## src/rtl/serial_adder.sv

```systemverilog
// Bit-serial N-bit adder: operands are captured on start, added LSB-first one bit per clock,
// and the sum is shifted into S from the MSB end. Optional overflow flag via SERIAL_ADDER_OVF_EN.
`timescale 1ns/1ps

module serial_adder #(
    parameter int N = 4
) (
    input  logic         clk,
    input  logic         rst_n,
    input  logic         start,
    input  logic         cin,
    input  logic [N-1:0] A,
    input  logic [N-1:0] B,
    output logic         busy,
    output logic         done,
    output logic [N-1:0] S,
    output logic         cout
`ifdef SERIAL_ADDER_OVF_EN
    ,
    output logic         ovf
`endif
);

    localparam int CW = (N > 2) ? $clog2(N) : 1;

    typedef enum logic [1:0] {
        IDLE = 2'd0,
        ADD  = 2'd1,
        DONE = 2'd2
    } state_t;

    state_t         state_q, state_d;
    logic [CW-1:0]  cnt_q, cnt_d;
    logic [N-1:0]   a_q, a_d;
    logic [N-1:0]   b_q, b_d;
    logic           c_q, c_d;
    logic [N-1:0]   s_q, s_d;
    logic           cout_q, cout_d;
    logic           done_q, done_d;
    logic           busy_q, busy_d;
    logic           sum_bit;
    logic           carry;
`ifdef SERIAL_ADDER_OVF_EN
    logic           ovf_q, ovf_d;
`endif

    assign sum_bit = a_q[0] ^ b_q[0] ^ c_q;
    assign carry   = (a_q[0] & b_q[0]) | (c_q & (a_q[0] ^ b_q[0]));

    always_comb begin
        // NOTE: every _d starts as its _q so no path through the case leaves one unassigned (no latches).
        state_d = state_q;
        cnt_d   = cnt_q;
        a_d     = a_q;
        b_d     = b_q;
        c_d     = c_q;
        s_d     = s_q;
        cout_d  = cout_q;
        busy_d  = busy_q;
        done_d  = 1'b0;
`ifdef SERIAL_ADDER_OVF_EN
        ovf_d   = ovf_q;
`endif
        unique case (state_q)
            IDLE: begin
                if (start) begin
                    a_d     = A;
                    b_d     = B;
                    c_d     = cin;
                    cnt_d   = '0;
                    busy_d  = 1'b1;
                    state_d = ADD;
                end
            end
            ADD: begin
                s_d   = {sum_bit, s_q[N-1:1]};
                a_d   = a_q >> 1;
                b_d   = b_q >> 1;
                c_d   = carry;
                cnt_d = cnt_q + CW'(1);
                if (cnt_q == CW'(N - 1)) begin
                    cout_d  = carry;
                    done_d  = 1'b1;
                    state_d = DONE;
`ifdef SERIAL_ADDER_OVF_EN
                    // c_q is the carry into the MSB while the last bit is processed.
                    ovf_d   = c_q ^ carry;
`endif
                end
            end
            DONE: begin
                busy_d  = 1'b0;
                state_d = IDLE;
            end
            default: begin
                busy_d  = 1'b0;
                state_d = IDLE;
            end
        endcase
    end

    // NOTE: sequential state uses non-blocking assignments so all flops update from pre-edge values.
    always_ff @(posedge clk or negedge rst_n) begin
        if (!rst_n) begin
            state_q <= IDLE;
            cnt_q   <= '0;
            a_q     <= '0;
            b_q     <= '0;
            c_q     <= 1'b0;
            s_q     <= '0;
            cout_q  <= 1'b0;
            done_q  <= 1'b0;
            busy_q  <= 1'b0;
`ifdef SERIAL_ADDER_OVF_EN
            ovf_q   <= 1'b0;
`endif
        end else begin
            state_q <= state_d;
            cnt_q   <= cnt_d;
            a_q     <= a_d;
            b_q     <= b_d;
            c_q     <= c_d;
            s_q     <= s_d;
            cout_q  <= cout_d;
            done_q  <= done_d;
            busy_q  <= busy_d;
`ifdef SERIAL_ADDER_OVF_EN
            ovf_q   <= ovf_d;
`endif
        end
    end

    assign busy = busy_q;
    assign done = done_q;
    assign S    = s_q;
    assign cout = cout_q;
`ifdef SERIAL_ADDER_OVF_EN
    assign ovf  = ovf_q;
`endif

endmodule

```

## config.mk

```make
export PLATFORM = sky130hd
export DESIGN_NAME = serial_adder
export DESIGN_NICKNAME = d
export VERILOG_FILES = /design/src/rtl/serial_adder.sv
export SDC_FILE = /design/constraint.sdc
export NUM_CORES = 1
export LEC_CHECK = 0
export CAP_MARGIN = 20
export CORE_UTILIZATION = 40
export DETAILED_ROUTE_END_ITERATION = 6
export PLACE_DENSITY = 0.68
export SLEW_MARGIN = 25
export SYNTH_ARGS = -nofsm -noshare
export SYNTH_HDL_FRONTEND = slang
export SYNTH_SLANG_ARGS = --single-unit
```

## constraint.sdc

```tcl
create_clock -name clk -period 1.15 [get_ports clk]
set_input_delay 0.345 -clock clk [delete_from_list [all_inputs] [get_ports clk]]
set_output_delay 0.345 -clock clk [all_outputs]
set_load 0.005 [all_outputs]
```

==> reports/qor.csv <==
metric,value,unit
outcome,finished with violations,
violations,setup timing,
p_comb_frac,0.531,
ant_nets,0,
multi_input_area,437,sq um
synth-compound-area-share,0.137,
drive_gt1_frac,0.505,
die_h,49.8,um
yosysTopAreaCell,dfrtp_1,
fin_skew,3.26,ps
hpwl,1310,um
cts_root_buffer,clkbuf_4,
die_area,2480,sq um
grt_use_total,0.170,
clk_latency,290,ps
sw_frac_of_total,0.323,
num_vias,689,
clockPowerShare,0.093,
power.share.sequential,0.376,
startpoint_type,flop,
clock_path_buffers,2,
hold_slack,387,ps
synth_xor_xnor_area_share,0,
ir_drop,0.00133,V
crit_path_end_kind,flop,
avgSynthCellArea,13.5,sq um
place.gp.congestion,0.798,
clkSinkCount,20,
crit_required,1340,ps
wl,1820,um
setup_ws,-104,ps
r2r_start,b_q[0],
dp_slack,-486,ps
hold_class,input port to async pin,
yosysTopAreaCellShare,0.547,
postSynthCellCount,68,
rr_endpoint,S[3],
n_antenna_cell,0,
layout_commonest_cell,dfrtp_1,
hold_viol,0,
cts_hold_buf,0,
cts_buffers,3,
grt_start_max_net_pins,21,
setup-tns-final,-806,ps
maxSlewViolCount,0,
cp.arrival,1440,ps
row_count,16,
p_sw,1080,uW
yosysUniqueCellTypes,21,
drt-initial-drc-count,17,
grt_first_pass_wirelength,3150,um
cts_tree,done,
worst-path-max-fanout,2,
coreArea,2060,sq um
p_per_area,2540,nW/um^2
reg2regPathDepth,2,
drc,0,
worstMarginPinSlew,247,ps
layout_common_cells,"dfrtp_1 (18), buf_4 (16), clkdlybuf4s50_1 (10), buf_2 (6)",
synth.area.mux_share,0.0725,
area_growth,44.0,%
synthSimpleGateAreaFrac,0.161,
antenna_found_initial,0,
ys_warn_count,0,
synth.area.top_cells,"dfrtp_1 (55%), mux2_2 (6.2%), o221a_2 (6.2%)",
start_util,0.444,
grt_overflow,0,
ios,19,
regArea,503,sq um
ff2ff_setup_slack,-100,ps
htreeDepth,1,
fmax,798,MHz
cellLeakagePower,0.000592,uW
fin_crit_sh,1.09,
synthesis.area,915,sq um
wl_per_cell,14.0,um
first_pass_iters,4,
viasPerCell,5.30,
path_class,flop to flop,
synth_top_family_by_area,simple AND/OR/NAND/NOR gates,
fp.dieW,49.8,um
numPortBuffers,18,
clkTransAtPathRegs,100,ps
synth_seq_cells,20,
fin_crit,1250,ps
finalSetupViolations,10,
synth-adder-area-share,0.0356,
yosysSeqAreaShare,0.547,
drv_cap,0,
rsz0062_at_grt,true,
syn-num-nets,82,
grt_pass1_vias,692,
fin_nets,119,
power.internal,2270,uW
fillers,156,
slew_headroom,0.835,
final cells by class:
type	count	area share
clock buffer	3	0.0171
inverter	4	0.0114
multi-input combinational	39	0.331
sequential	20	0.382
tap	27	0.0256
timing repair buffer	37	0.233
kinds of logic (layout without fill, tap and decap cells):
family	count (synthesis)	in the layout
flip-flops	20	20
AND/OR/NAND/NOR	17	17
AO/OA/AOI/OAI	14	14
buffers and inverters	9	44
multiplexers	6	6
adder cells (fa/ha/maj)	2	2
critical path, cell delays in order (launching register included):
cell     delay, ps
dfrtp_1        420
fa_2           470
mux2_2         260
metrics by stage:
stage | power, uW | instance area, sq um | utilization | instances
floorplan | 2170 | 926 | - | 68
global placement | 2840 | 1220 | 0.592 | 122
detailed placement | 2890 | 1220 | 0.592 | 122
CTS | 3230 | 1250 | 0.609 | 127
global route | 3640 | 1320 | 0.639 | 130
finish | 3350 | 1320 | 0.639 | 130
worst max-delay path by stage:
| stage | startpoint | end |
|---|---|---|
| after floorplan | c_q | S[3] |
| after global placement | start | a_q[2] |
| after detailed placement | start | c_q |
| after CTS | c_q | S[3] |
| after global routing | state_q[1] | c_q |
| final | b_q[0] | S[3] |
sequential cells by signal (all words and copies together), names as in the netlist:
| signal | count |
|---|---|
| cnt_q | 2 |
| c_q | 1 |
| S | 4 |
| cout | 1 |
| b_q | 4 |
| busy | 1 |
| state_q | 2 |
| a_q | 4 |
| done | 1 |
synth_stat cells:
cell and count:
and3b_1 2, inv_1 4, nand2b_1 2, a211o_1 2, nor4bb_1 2, fa_1 1
ha_1 1, a211oi_1 2, mux2i_1 1, buf_4 1, o21ba_2 1, o221a_2 5
mux2_2 5, o2bb2ai_1 1, buf_2 4, nor3b_1 4, nor4b_1 2, o21bai_1 1
a21oi_1 2, or4b_1 5, dfrtp_1 20
what timing repair did:
action / in CTS / in global routing
setup endpoints to repair: 24 / 23
buffers inserted: 2 / 3
pin swaps: 1 / 5
gates resized for setup: 34 / 12
power by group through the flow:
stage	Sequential (uW)	Combinational (uW)	Clock [uW]
after CTS	1300	1600	330
final	1260	1780	311
after detailed placement	1310	1580	0
after floorplan	1250	926	0
after global routing	1310	1960	369
after global placement	1300	1540	0
routing by layer:
metal  track usage  wire (um)
met1         0.227        849
met2         0.270        892
met3        0.0556         77
met4        0.0286          0
met5             0          0
Note: power is estimated with default switching activity, not from simulation.
==> variant 1 (config.mk and constraints unchanged) <==
Reset style: synchronous (`rst_n`), changed in one clocked block.
--- a/src/rtl/serial_adder.sv
+++ b/src/rtl/serial_adder.sv
@@ -100,7 +100,7 @@
     end
 
     // NOTE: sequential state uses non-blocking assignments so all flops update from pre-edge values.
-    always_ff @(posedge clk or negedge rst_n) begin
+    always_ff @(posedge clk) begin
         if (!rst_n) begin
             state_q <= IDLE;
             cnt_q   <= '0;
Behaviour: differs if rst_n is asserted again (counterexample within 4 cycles, from zero or initial values and one cycle with rst_n low); with rst_n held inactive, the same outputs for 10 cycles.
==> variant 1 against the original RTL <==
  * Fmax grew 13%
  * Final area shrank 12%
  * Sequential cell count is the same
  * Global-route usage shrank 0.42 points
  * Die area shrank 8.7%
  * Synthesized area shrank 9.0%
  * Critical endpoint is now S[3]
  * Wire length shrank 10%
  * Setup slack gained 140 ps
  * Synthesized cell count grew 28%
  * First-iteration DRC count shrank 24%
  * Critical path depth grew 1
  * Sequential share of layout area shrank 2.7 points
Power is not compared: it rests on default switching activity, and its combinational part moved more than twofold at a synthesized area within 25%.
==> variant 1: results <==
set metrics [dict create \
    drive_gt1_share_pct 38.66 \
    pg_seq_mw 0.770 \
    synth-async-reset-ratio_pct 0 \
    status "finished, final reports clean" \
    hpwl_um 1236 \
    slowest_delay_ps 560 \
    post_drt_wl_per_cell_um 11.19 \
    cts_buffers 3 \
    crit_family "adder cells" \
    nets 135 \
    hold_viol 0 \
    synth_area_leaders "dfxtp_1, o221a_2, nand2_1" \
    tightestPinTransition_ps 320.6 \
    synth_common_cells "dfxtp_1, nand2_1, a21boi_1, nor2b_1" \
    grt_util_all_layers_pct 16.54 \
    irDropWorstVdd_v 0.0007329 \
    synth-seq-area-share_pct 48.12 \
    placed_cell_area_sq_um 1129 \
    synth_cell_type_count 26 \
    synthCells 87 \
    cp.arrival_ps 1340 \
    syn-num-nets 101 \
    critPathMaxFanout 2 \
    path_clk_slew_ps 100 \
    p_leak_nw 0.4955 \
    hp-class "register to register" \
    grt_max_degree 15 \
    grt_use_met3_pct 6.792 \
    critPathSlowestCell "fa_2" \
    skew_ps 2.894 \
    powerDensity_nw_per_um2 1148 \
    clk-insertion-delay-late_ps 290 \
    io_buffers 18 \
    first_pass_iters 4 \
    grt_pass1_wl_um 2559 \
    root_buffer "clkbuf_4" \
    p_switching_mw 0.3244 \
    pwr-share-clk_pct 23.9 \
    via_per_inst 4.993 \
    yosysWarnings 0 \
    dp_slack_ps -422.1 \
    layout.cells.non_filler 146 \
    antenna_found_initial 0 \
    htree_levels 1 \
    antenna_cells 0 \
    met2_usage_pct 24.38 \
    gp_congestion 0.7798 \
    clockBufferDepth 2 \
    grt.met1_usage_pct 21.46 \
    grt_pass1_vias 619 \
    drtIter0Drc 13 \
]
-- variant 1: cell types whose count changed after synthesis, sizes merged, moves of 3 or more --
| cell | delta |
|---|---|
| a21boi | +5 |
| a22oi | +3 |
| dfrtp | -20 |
| dfxtp | +20 |
| mux2 | -5 |
| nand2 | +11 |
| nor2b | +5 |
| nor3b | -3 |
| o21a | +4 |
| o22ai | +3 |
| or4b | -5 |
-- variant 1: cells by family (layout without fill, tap and decap cells) --
| family | after synthesis | after routing | synth area share [%] |
|---|---|---|---|
| fa+ha+maj | 2 | 2 | 3.910 |
| simple gates | 26 | 26 | 15.34 |
| compound gates | 29 | 29 | 26.02 |
| buf+inv | 9 | 41 | 5.412 |
| flops | 20 | 20 | 48.12 |
| mux | 1 | 1 | 1.203 |
-- variant 1: final timing paths --
kind / start / cells after the start / to / slack (ps)
max: c_q / 3 / S[3] / 40
min: busy / 2 / busy / 450
max reg2reg: c_q / 3 / S[3] / 40
min reg2reg: busy / 2 / busy / 450
-- variant 1: metal layers --
| layer | vias up | wire [um] |
|---|---|---|
| met5 | - | 0 |
| met4 | 0 | 12 |
| met3 | 2 | 97 |
| met2 | 19 | 712 |
| met1 | 331 | 811 |
| li1 | 377 | - |
-- variant 1: final cells by class --
cell class | count | area [sq um]
clock buffer | 3 | 22.52
fill | 198 | 802.0
inverter | 4 | 15.01
sequential | 20 | 411.6
multi-input combinational | 58 | 412.9
timing repair buffer | 34 | 264.0
tap | 27 | 33.78
-- variant 1: what timing repair did --
| action | CTS | global route |
|---|---|---|
| buffers inserted | 1 | 0 |
| endpoints found under the setup margin | 16 | 7 |
| pin swaps | 0 | 2 |
| resized for setup | 39 | 5 |
| cloned | 0 | 0 |
-- variant 1: tightest hold or removal path, cell delays in order (launching register included) --
cell and delay, ps:
dfxtp_2 330, inv_1 50, a21oi_1 50
==> variant 2 (config.mk and constraints unchanged) <==
Made on the original files. `N`: 4 -> 8.
--- a/src/rtl/serial_adder.sv
+++ b/src/rtl/serial_adder.sv
@@ -3,7 +3,7 @@
 `timescale 1ns/1ps
 
 module serial_adder #(
-    parameter int N = 4
+    parameter int N = 8
 ) (
     input  logic         clk,
     input  logic         rst_n,
Interface: changed (resized A, B and S); port bits go from 19 to 31. No check against the original RTL was run, so the function may have changed too.
==> variant 2 against the original RTL <==
  * The run still ends with negative setup slack left
  * Sequential cell count grew 13
  * Wire length is 120% higher
  * Final area grew 69%
  * Setup slack got worse by 32 ps
  * Synthesized area rose by 61%
  * Core utilization grew 0.66 points
  * Total power is 79% higher
  * Critical path type unchanged
  * Largest cell class unchanged
==> variant 2: results <==
set metrics [dict create \
    gp_congestion 0.7782 \
    setup_ws_ps -135.5 \
    grt_util_all_layers_pct 21.03 \
    ff2ff_path_depth 4 \
    htree_levels 2 \
    status "finished, violations left" \
    worstReg2RegEnd "cout" \
    nets 225 \
    switching_share_pct 35.43 \
    fillers 251 \
    skew_ps 4.360 \
    finalSetupViolCount 6 \
    path_clk_slew_ps 70 \
    violations "negative setup slack" \
    dp_slack_ps -513.7 \
    hold_slack_ps 426.6 \
    slowest_delay_ps 390 \
    cts_buffers 5 \
    timing.rr.start "cnt_q[1]" \
    via_per_inst 5.237 \
    crit_family "flip-flops" \
    cp.arrival_ps 1460 \
    root_buffer "clkbuf_8" \
    p_leak_nw 1.014 \
    irDropWorstVdd_v 0.0009911 \
    layout.cells.non_filler 249 \
    synth.avg_cell_area_sq_um 10.83 \
    synth_cell_type_count 23 \
    drtIter0Drc 81 \
]
variant 2: how the worst max path moves through the flow:
stage / depth (start not counted) / endpoint / startpoint / slack, ps
after floorplan: 4 / cout / cnt_q[0] / -90
after global placement: 4 / b_q[5] / start / -420
after detailed placement: 4 / a_q[6] / start / -510
after CTS: 4 / cout / cnt_q[1] / -120
after global routing: 4 / cout / cnt_q[1] / -170
final: 4 / cout / cnt_q[1] / -140
variant 2: area by class of cell:
| cell class | count | area [sq um] | share of cell area [%] |
|---|---|---|---|
| Clock buffer | 8 | 80.08 | 3.604 |
| Inverter | 3 | 15.01 | 0.6757 |
| Multi-Input combinational cell | 91 | 689.4 | 31.02 |
| Sequential cell | 33 | 827.0 | 37.22 |
| Tap cell | 46 | 57.56 | 2.590 |
| Timing Repair Buffer | 68 | 553.0 | 24.89 |
variant 2: what timing repair did:
action	in CTS	in global routing
setup endpoints to repair	32	39
pin swaps	1	7
gates resized for setup	57	16
setup buffers	8	7
variant 2: power groups by stage:
stage          combinational [mW]  clock, mW  sequential, mW
2_1_floorplan                1.49          0            2.03
3_3_place_gp                 2.42          0            2.04
3_5_place_dp                 2.50          0            2.08
4_1_cts                      2.65      0.844            2.06
5_1_grt                      3.33      0.912            2.14
6_report                     3.06      0.833            2.09
variant 2: cell families (layout without fill, tap and decap cells):
logic type,after synthesis,after routing,share of synthesized area [%]
buf+inv,12,79,5.947
simple gates,41,41,13.93
compound gates,46,46,19.97
fa+ha+maj,3,3,3.058
mux,1,1,1.019
flops,33,33,56.07
variant 2: metal layers:
layer	GRT usage, %	wire length (um)
met2	32.47	2000
met1	27.65	1698
met4	11.63	62
met3	4.197	152
met5	0	0
